**config.mk**
```make
export PLATFORM = sky130hd
export DESIGN_NAME = fetch_byte_queue_flat
export DESIGN_NICKNAME = d
export VERILOG_FILES = /design/src/rtl/fetch_pkg.sv /design/src/rtl/fetch_byte_queue_if.sv /design/src/rtl/fbq_byte_align.sv /design/src/rtl/fetch_byte_queue.sv /design/src/flat_wrapper.sv
export SDC_FILE = /design/constraint.sdc
export NUM_CORES = 2
export LEC_CHECK = 0
export BUFFER_PORTS_ARGS = -buffer_cell sky130_fd_sc_hd__buf_2
export CORE_MARGIN = 2
export CORE_UTILIZATION = 36
export CTS_CLUSTER_DIAMETER = 30
export DETAILED_ROUTE_END_ITERATION = 10
export PLACE_DENSITY = 0.5
export SYNTH_ARGS = -nofsm -noshare
export SYNTH_HDL_FRONTEND = slang
export SYNTH_SLANG_ARGS = --single-unit
```
**constraint.sdc**
```tcl
create_clock -name clk -period 12.8 [get_ports clk]
set_clock_uncertainty 0.2 [all_clocks]
set_input_delay 1.28 -clock clk [delete_from_list [all_inputs] [get_ports clk]]
set_output_delay 1.28 -clock clk [all_outputs]
set_load 0.01 [all_outputs]
```
**src/rtl/fetch_pkg.sv**
```systemverilog
`default_nettype none
// ============================================================================
//  Module      : fetch_pkg
//  Description : Shared constants, byte-count/address types and helpers for
//                the fetch byte queue and its byte aligner.
//  Revision    : 1.0 - initial release
// ============================================================================
package fetch_pkg;

    localparam int LINE_BYTES = 16;   // I-cache line size in bytes
    localparam int QBYTES_DEF = 32;   // default queue capacity in bytes
    localparam int IADDRW_DEF = 32;   // default address width

    // Byte counts span 0..63, which covers every legal queue depth.
    typedef logic [5:0]            bcnt_t;
    typedef logic [IADDRW_DEF-1:0] addr_t;

    // Decode never sees more than one line's worth of bytes at a time.
    function automatic bcnt_t clamp16(input bcnt_t c);
        return (c > bcnt_t'(LINE_BYTES)) ? bcnt_t'(LINE_BYTES) : c;
    endfunction

endpackage
`default_nettype wire

```
**src/rtl/fetch_byte_queue_if.sv**
```systemverilog
`default_nettype none
// ============================================================================
//  Module      : fetch_byte_queue_if
//  Description : I-cache line request and decode byte-stream handshakes of
//                the fetch byte queue.
//                master : the queue (issues ic_addr, presents decode bytes)
//                slave  : the I-cache / decode environment
//  Revision    : 1.0 - initial release
// ============================================================================
interface fetch_byte_queue_if #(
    parameter int IADDRW = 32
);
    // I-cache side
    logic [IADDRW-1:0] ic_addr;
    logic              ic_valid;
    logic              ic_ready;
    logic [127:0]      ic_line;
    // Decode side
    logic              f_valid;
    logic              f_ready;
    logic [5:0]        f_bytes_read;
    logic [5:0]        f_valid_bytes;
    logic [127:0]      f_instruction;
    logic [IADDRW-1:0] f_pc;
    logic              f_branch_taken;

    modport master (
        output ic_addr, ic_ready,
        output f_valid, f_valid_bytes, f_instruction, f_pc, f_branch_taken,
        input  ic_valid, ic_line,
        input  f_ready, f_bytes_read
    );

    modport slave (
        input  ic_addr, ic_ready,
        input  f_valid, f_valid_bytes, f_instruction, f_pc, f_branch_taken,
        output ic_valid, ic_line,
        output f_ready, f_bytes_read
    );
endinterface
`default_nettype wire

```
**src/rtl/fbq_byte_align.sv**
```systemverilog
`default_nettype none
// ============================================================================
//  Module      : fbq_byte_align
//  Description : Funnel shifter for the fetch byte queue. Shifts storage down
//                by the consumed byte count, then overlays the usable part of
//                an incoming line starting at byte position ins_base_i.
//  Ports       : storage_i  current storage, byte 0 = oldest
//                shift_i    bytes consumed this cycle
//                ins_en_i   a line is appended this cycle
//                ins_base_i first storage byte written by the line
//                ins_skip_i leading line bytes to drop (0..16)
//                line_i     incoming line, byte 0 in [7:0]
//                storage_o  next storage contents
//  Revision    : 1.0 - initial release
// ============================================================================
module fbq_byte_align
    import fetch_pkg::*;
#(
    parameter int QBYTES = QBYTES_DEF
) (
    input  wire logic [QBYTES*8-1:0] storage_i,
    input  wire bcnt_t               shift_i,
    input  wire logic                ins_en_i,
    input  wire bcnt_t               ins_base_i,
    input  wire logic [4:0]          ins_skip_i,
    input  wire logic [127:0]        line_i,
    output logic      [QBYTES*8-1:0] storage_o
);

    logic [QBYTES*8-1:0] w_shifted;
    logic [127:0]        w_line_sh;
    bcnt_t               w_ins_len;
    bcnt_t               w_rel;

    always_comb begin
        w_shifted = storage_i >> {shift_i, 3'b000};
        w_line_sh = line_i >> {ins_skip_i, 3'b000};
        w_ins_len = bcnt_t'(LINE_BYTES) - {1'b0, ins_skip_i};
        w_rel     = '0;
        storage_o = w_shifted;
        for (int i = 0; i < QBYTES; i++) begin
            // Position of this storage byte relative to the insertion point;
            // only meaningful when i >= ins_base_i.
            w_rel = bcnt_t'(i) - ins_base_i;
            if (ins_en_i && (bcnt_t'(i) >= ins_base_i) && (w_rel < w_ins_len)) begin
                storage_o[i*8 +: 8] = w_line_sh[{w_rel[3:0], 3'b000} +: 8];
            end
        end
    end

endmodule
`default_nettype wire

```
**src/rtl/fetch_byte_queue.sv**
```systemverilog
`default_nettype none
// ============================================================================
//  Module      : fetch_byte_queue
//  Description : Byte FIFO between the I-cache and the decoder. Accepts
//                16-byte lines, drops the leading bytes of the first line
//                after a redirect, and hands decode a 16-byte window of the
//                oldest bytes together with their address.
//  Ports       : clk, reset     clock, asynchronous active-high reset
//                flush*         redirect (target, taken-branch origin)
//                halt           freeze fetch and decode handoff
//                bus (master)   I-cache request/line and decode handshakes
//  Option      : FETCH_BYTE_QUEUE_BYPASS_EN - when defined, a line accepted
//                into an empty queue is shown to decode in the same cycle.
//  Revision    : 1.0 - initial release
// ============================================================================
module fetch_byte_queue
    import fetch_pkg::*;
#(
    parameter int                IADDRW   = IADDRW_DEF,
    parameter int                QBYTES   = QBYTES_DEF,
    parameter logic [IADDRW-1:0] RESET_PC = '0
) (
    input  wire logic              clk,
    input  wire logic              reset,
    input  wire logic              flush,
    input  wire logic [IADDRW-1:0] flush_pc,
    input  wire logic              flush_taken,
    input  wire logic              halt,
    fetch_byte_queue_if.master     bus
);

    bcnt_t               count_q,  count_d;
    logic [IADDRW-1:0]   pc_q,     pc_d;
    logic [IADDRW-1:0]   icaddr_q, icaddr_d;
    logic [3:0]          skip_q,   skip_d;
    logic                taken_q,  taken_d;
    logic [QBYTES*8-1:0] store_q,  store_d;

    logic [QBYTES*8-1:0] w_aligned;
    logic [127:0]        w_line_sh;
    bcnt_t               w_vb;
    bcnt_t               w_cons;
    bcnt_t               w_fill_len;
    bcnt_t               w_ins_base;
    logic [4:0]          w_ins_skip;
    logic                w_fill;
    logic                w_consume;
    logic                w_bypass;

    assign bus.ic_ready = !flush && !halt
                        && (count_q <= bcnt_t'(QBYTES - LINE_BYTES));
    assign w_fill       = bus.ic_valid && bus.ic_ready;

`ifdef FETCH_BYTE_QUEUE_BYPASS_EN
    assign w_bypass = w_fill && (count_q == '0);
`else
    assign w_bypass = 1'b0;
`endif

    // The incoming line with the redirect offset already dropped; this is
    // what decode sees when an empty queue is bypassed.
    assign w_line_sh  = bus.ic_line >> {skip_q, 3'b000};
    assign w_fill_len = bcnt_t'(LINE_BYTES) - {2'b00, skip_q};

    assign w_vb               = w_bypass ? w_fill_len : clamp16(count_q);
    assign bus.f_valid        = w_bypass || ((count_q != '0) && !halt);
    assign bus.f_valid_bytes  = w_vb;
    assign bus.f_instruction  = w_bypass ? w_line_sh : store_q[LINE_BYTES*8-1:0];
    assign bus.f_pc           = pc_q;
    assign bus.f_branch_taken = taken_q;
    assign bus.ic_addr        = icaddr_q;

    // A redirect discards any same-cycle consume; an over-long read is
    // clamped to what is actually presented.
    assign w_consume = bus.f_valid && bus.f_ready && !flush;
    assign w_cons    = !w_consume                 ? '0   :
                       (bus.f_bytes_read > w_vb)  ? w_vb : bus.f_bytes_read;

    // In the bypass case the consumed bytes come straight out of the line,
    // so they are dropped on insertion rather than shifted out of storage.
    assign w_ins_base = w_bypass ? '0 : (count_q - w_cons);
    assign w_ins_skip = w_bypass ? ({1'b0, skip_q} + w_cons[4:0]) : {1'b0, skip_q};

    fbq_byte_align #(
        .QBYTES (QBYTES)
    ) u_align (
        .storage_i  (store_q),
        .shift_i    (w_bypass ? bcnt_t'(0) : w_cons),
        .ins_en_i   (w_fill),
        .ins_base_i (w_ins_base),
        .ins_skip_i (w_ins_skip),
        .line_i     (bus.ic_line),
        .storage_o  (w_aligned)
    );

    always_comb begin
        count_d  = count_q;
        pc_d     = pc_q;
        icaddr_d = icaddr_q;
        skip_d   = skip_q;
        taken_d  = taken_q;
        store_d  = store_q;
        if (flush) begin
            count_d  = '0;
            pc_d     = flush_pc;
            icaddr_d = {flush_pc[IADDRW-1:4], 4'b0000};
            skip_d   = flush_pc[3:0];
            taken_d  = flush_taken;
        end else begin
            count_d = count_q - w_cons + (w_fill ? w_fill_len : bcnt_t'(0));
            pc_d    = pc_q + IADDRW'(w_cons);
            store_d = w_aligned;
            if (w_fill) begin
                icaddr_d = icaddr_q + IADDRW'(LINE_BYTES);
                skip_d   = 4'h0;
            end
            if (w_consume) begin
                taken_d = 1'b0;
            end
        end
    end

    always_ff @(posedge clk or posedge reset) begin
        if (reset) begin
            count_q  <= '0;
            pc_q     <= RESET_PC;
            icaddr_q <= {RESET_PC[IADDRW-1:4], 4'b0000};
            skip_q   <= RESET_PC[3:0];
            taken_q  <= 1'b0;
            store_q  <= '0;
        end else begin
            count_q  <= count_d;
            pc_q     <= pc_d;
            icaddr_q <= icaddr_d;
            skip_q   <= skip_d;
            taken_q  <= taken_d;
            store_q  <= store_d;
        end
    end

endmodule
`default_nettype wire
```
**src/flat_wrapper.sv**
```systemverilog
// flat-port wrapper written by rule: the top's interface ports become plain ports
module fetch_byte_queue_flat import fetch_pkg::*;
#(
    parameter int                IADDRW   = IADDRW_DEF,
    parameter int                QBYTES   = QBYTES_DEF,
    parameter logic [IADDRW-1:0] RESET_PC = '0
)
  (clk, reset, flush, flush_pc, flush_taken, halt, bus_ic_addr, bus_ic_ready, bus_f_valid, bus_f_valid_bytes, bus_f_instruction, bus_f_pc, bus_f_branch_taken, bus_ic_valid, bus_ic_line, bus_f_ready, bus_f_bytes_read);
  fetch_byte_queue_if #(.IADDRW(IADDRW)) bus_i ();
  input  wire logic clk;
  input  wire logic reset;
  input  wire logic flush;
  input  wire logic [IADDRW-1:0] flush_pc;
  input  wire logic flush_taken;
  input  wire logic halt;
  output wire logic [$bits(bus_i.ic_addr)-1:0] bus_ic_addr;
  output wire logic [$bits(bus_i.ic_ready)-1:0] bus_ic_ready;
  output wire logic [$bits(bus_i.f_valid)-1:0] bus_f_valid;
  output wire logic [$bits(bus_i.f_valid_bytes)-1:0] bus_f_valid_bytes;
  output wire logic [$bits(bus_i.f_instruction)-1:0] bus_f_instruction;
  output wire logic [$bits(bus_i.f_pc)-1:0] bus_f_pc;
  output wire logic [$bits(bus_i.f_branch_taken)-1:0] bus_f_branch_taken;
  input wire logic [$bits(bus_i.ic_valid)-1:0] bus_ic_valid;
  input wire logic [$bits(bus_i.ic_line)-1:0] bus_ic_line;
  input wire logic [$bits(bus_i.f_ready)-1:0] bus_f_ready;
  input wire logic [$bits(bus_i.f_bytes_read)-1:0] bus_f_bytes_read;
  assign bus_ic_addr = bus_i.ic_addr;
  assign bus_ic_ready = bus_i.ic_ready;
  assign bus_f_valid = bus_i.f_valid;
  assign bus_f_valid_bytes = bus_i.f_valid_bytes;
  assign bus_f_instruction = bus_i.f_instruction;
  assign bus_f_pc = bus_i.f_pc;
  assign bus_f_branch_taken = bus_i.f_branch_taken;
  assign bus_i.ic_valid = bus_ic_valid;
  assign bus_i.ic_line = bus_ic_line;
  assign bus_i.f_ready = bus_f_ready;
  assign bus_i.f_bytes_read = bus_f_bytes_read;
  fetch_byte_queue #(.IADDRW(IADDRW), .QBYTES(QBYTES), .RESET_PC(RESET_PC)) u_core (.clk(clk), .reset(reset), .flush(flush), .flush_pc(flush_pc), .flush_taken(flush_taken), .halt(halt), .bus(bus_i));
endmodule
```
==> flow_metrics.tcl <==
set metrics [dict create \
    postSynth.asyncResetShare_pct 100 \
    cts_htree_levels 3 \
    syn_area_per_cell_um2 8.78 \
    worstSetupStartpointType "flop" \
    route.final.wire_length_um 301000 \
    finish.cell_count_without_fillers 6844 \
    synthTopCellsByArea "sky130_fd_sc_hd__dfrtp_1 19%, sky130_fd_sc_hd__mux2i_1 15%, sky130_fd_sc_hd__mux4_2 12%, sky130_fd_sc_hd__mux2_2 5.0%, sky130_fd_sc_hd__nand2_1 4.2%" \
    clock_tree_from_tritoncts "yes" \
    initial_core_util_pct 36.2 \
    worst_slew_pin_slew_ns 1.47 \
    viasPerCell 7.12 \
    cts.root.buffer_cell "sky130_fd_sc_hd__clkbuf_16" \
    final_critical_path_time_including_i_o_delays_and_setup_ns 10.12 \
    placement.io_buffers 368 \
    antenna_left 0 \
    drt_pass1_iterations 10 \
    cts_hold_buffers 0 \
    timing.critical_path.fanout_max 88 \
    status "finished, violations left" \
    clk_transition_reported_paths_ns 0.04 \
    setup_violations 0 \
    synthDominantAreaCellType "sky130_fd_sc_hd__dfrtp_1" \
    timing.fmax_mhz 98.8 \
    worstPathArrival_ns 10.53 \
    cts_setup_buffers 0 \
    die_width_um 353 \
    row_count 128 \
    synthDistinctLibCells 109 \
    finalHoldViolCount 0 \
    power_density_mw_per_mm2 291 \
    globalplace.congestion 1.08 \
    overall_power_of_the_completed_layout_mw 14.6 \
    final.period_utilization_pct 79.0 \
    power_leakage_nw 20.9 \
    place_hpwl_um 231000 \
    max_slew_headroom_at_the_worst_pin_pct 1.78 \
    final_net_count 5378 \
    tritoncts_num_sinks 327 \
    final_layout_size_suffix_gt1_share_pct 24.8 \
    netlist_instances 4999 \
    i_o_pin_count 374 \
    grt_start_max_net_pins 143 \
    drv.max_cap_violation_count 1 \
    grt.overflow.total 0 \
    synth_top_flop_cell "sky130_fd_sc_hd__dfrtp_1" \
    worstHoldPathType "flop to flop" \
    synth_enable_flop_cells 0 \
    layout-area-overhead-vs-synth_pct 14.7 \
    worstSkewPairLatency_ns 0.76 \
    first_global_vias 45477 \
    endpoint_kind "flop" \
    core_mm2 0.121 \
    cts-buffers-inserted 120 \
    yosysWarningCount 0 \
    cts-resized-gates 0 \
    commonest_non_fill_non_tap_cell_in_the_layout "sky130_fd_sc_hd__mux2i_1" \
    final-max-slew-violation-count 0 \
    post_synth_top_area_share_pct 18.6 \
    remaining_drc_errors 0 \
    syn-cell-area_mm2 0.0439 \
    cp_data_required_time_ns 13.21 \
    placedCellCount 6611 \
    setup.worst_path.class "flop to flop" \
    register_bit_total_from_synthesis 327 \
    vias 48716 \
    synth.yosys.seq_area_share_pct 18.6 \
    violated_checks "max-capacitance violations" \
    clock_tree.buffer_depth 3 \
    layout.cells.most_common_list "677 x sky130_fd_sc_hd__mux2i_1, 490 x sky130_fd_sc_hd__nand2_1, 367 x sky130_fd_sc_hd__buf_2, 332 x sky130_fd_sc_hd__nor2_1, 323 x sky130_fd_sc_hd__dfrtp_1" \
    final_core_utilization_pct 41.5 \
    antenna_violations_before_repair 35 \
    drtIter0Drc 7338 \
    unrepaired_setup_endpoints_after_global_routing "false" \
    timing.setup.tns_ns 0 \
    die_outline_height_um 353 \
    avgRoutedWirePerCell_um 44.0 \
    power.ir.vdd_worst_v 0.000163 \
    design.die.area_mm2 0.125 \
    grt_first_pass_wirelength_um 404000 \
    grtUsageTotal_pct 46.6 \
]
==> final timing paths <==
path,from,end,slack (ns),cells past startpoint
worst min register to register,u_core.bus.f_branch_taken$_DFFE_PP0P_,u_core.bus.f_branch_taken$_DFFE_PP0P_,0.35,2
min in group asynchronous,reset,u_core.store_q[90]$_DFFE_PP0N_,0.43,2
max in group asynchronous,reset,u_core.store_q[220]$_DFFE_PP0N_,9.76,4
worst max-delay path,u_core.count_q[5]$_DFF_PP0_,u_core.store_q[199]$_DFFE_PP0N_,2.68,24
worst min-delay path,u_core.bus.f_branch_taken$_DFFE_PP0P_,u_core.bus.f_branch_taken$_DFFE_PP0P_,0.35,2
worst max register to register,u_core.count_q[5]$_DFF_PP0_,u_core.store_q[199]$_DFFE_PP0N_,2.68,24
==> through the flow <==
stage | cell area [um^2] | worst slack [ns] | hold slack [ns]
2_1_floorplan | 43900 | 2.27 | 0.280
3_3_place_gp | 46400 | 3.08 | 0.338
3_5_place_dp | 46400 | 3.04 | 0.324
4_1_cts | 50300 | 3.04 | 0.341
5_1_grt | 50300 | 2.33 | 0.397
6_report | 50400 | 2.68 | 0.352
==> sequential cells by signal, summed over array words and instances (netlist names) <==
register / cells
u_core.bus.f_branch_taken: 1
u_core.store_q: 256
u_core.skip_q: 4
u_core.bus.f_pc: 32
u_core.bus.ic_addr: 28
u_core.count_q: 6
==> synth_stat cells (all sizes together), types with 46 or more instances <==
library cell,number
o211ai,113
mux2,197
nand3,116
a21oi,230
o22ai,100
o21ai,239
mux4,225
a22o,64
buf,374
nor2,351
inv,106
xnor2,56
a31oi,47
ha,93
nand2,491
nor3,48
and3,49
a221oi,52
a22oi,93
a21o,46
dfrtp,327
clkbuf,189
mux2i,678
==> routing by layer <==
layer | GRT usage (%) | part of all wire [%] | vias up
met5 | 0 | 0.12 | -
met4 | 30.2 | 7.8 | 42
met3 | 18.0 | 13 | 1020
met2 | 64.4 | 40 | 3794
met1 | 60.1 | 40 | 24406
li1 | - | - | 19454
==> report_power, final <==
group / total [mW] / switching, mW / internal, mW
logic: 9.61 / 6.65 / 2.96
registers: 2.24 / 0.856 / 1.38
clock network: 2.78 / 0.907 / 1.87
==> final cells by class <==
type / instances / area [um^2]
Fill cell: 12339 / 71000
Multi-Input combinational cell: 4001 / 32500
Sequential cell: 327 / 8200
Clock buffer: 174 / 3440
Timing Repair Buffer: 547 / 3280
Tap cell: 1625 / 2030
Inverter: 112 / 450
Clock inverter: 42 / 435
Antenna cell: 16 / 40.0
==> critical path: stages, from the launching register on <==
cell	delay [ns]
sky130_fd_sc_hd__dfrtp_1	0.81
sky130_fd_sc_hd__or2_1	0.23
sky130_fd_sc_hd__clkinv_1	0.26
sky130_fd_sc_hd__nand2_1	0.31
sky130_fd_sc_hd__inv_1	0.12
sky130_fd_sc_hd__ha_1	0.30
sky130_fd_sc_hd__and2_1	0.17
sky130_fd_sc_hd__nand2_1	0.31
sky130_fd_sc_hd__o32ai_4	0.18
sky130_fd_sc_hd__o31ai_4	0.34
sky130_fd_sc_hd__clkinv_8	0.45
sky130_fd_sc_hd__ha_4	0.39
sky130_fd_sc_hd__fa_4	0.96
sky130_fd_sc_hd__buf_4	0.61
sky130_fd_sc_hd__ha_1	0.52
sky130_fd_sc_hd__xnor2_2	0.15
sky130_fd_sc_hd__buf_4	0.32
sky130_fd_sc_hd__inv_2	0.30
sky130_fd_sc_hd__ha_1	0.37
sky130_fd_sc_hd__a21o_1	0.19
sky130_fd_sc_hd__a21o_1	0.24
sky130_fd_sc_hd__a221oi_1	0.77
sky130_fd_sc_hd__nand2_1	0.59
sky130_fd_sc_hd__nand2_1	0.50
sky130_fd_sc_hd__o21ai_0	0.17
==> kinds of logic after synthesis <==
group	share of synthesized area [%]
compound gates	23.9
simple gates	13.0
mux	32.1
buf+inv	8.06
flops	18.6
fa+ha+maj	2.83
xor+xnor	1.53
other cells	0.0171
(Power assumes the default switching activity.)
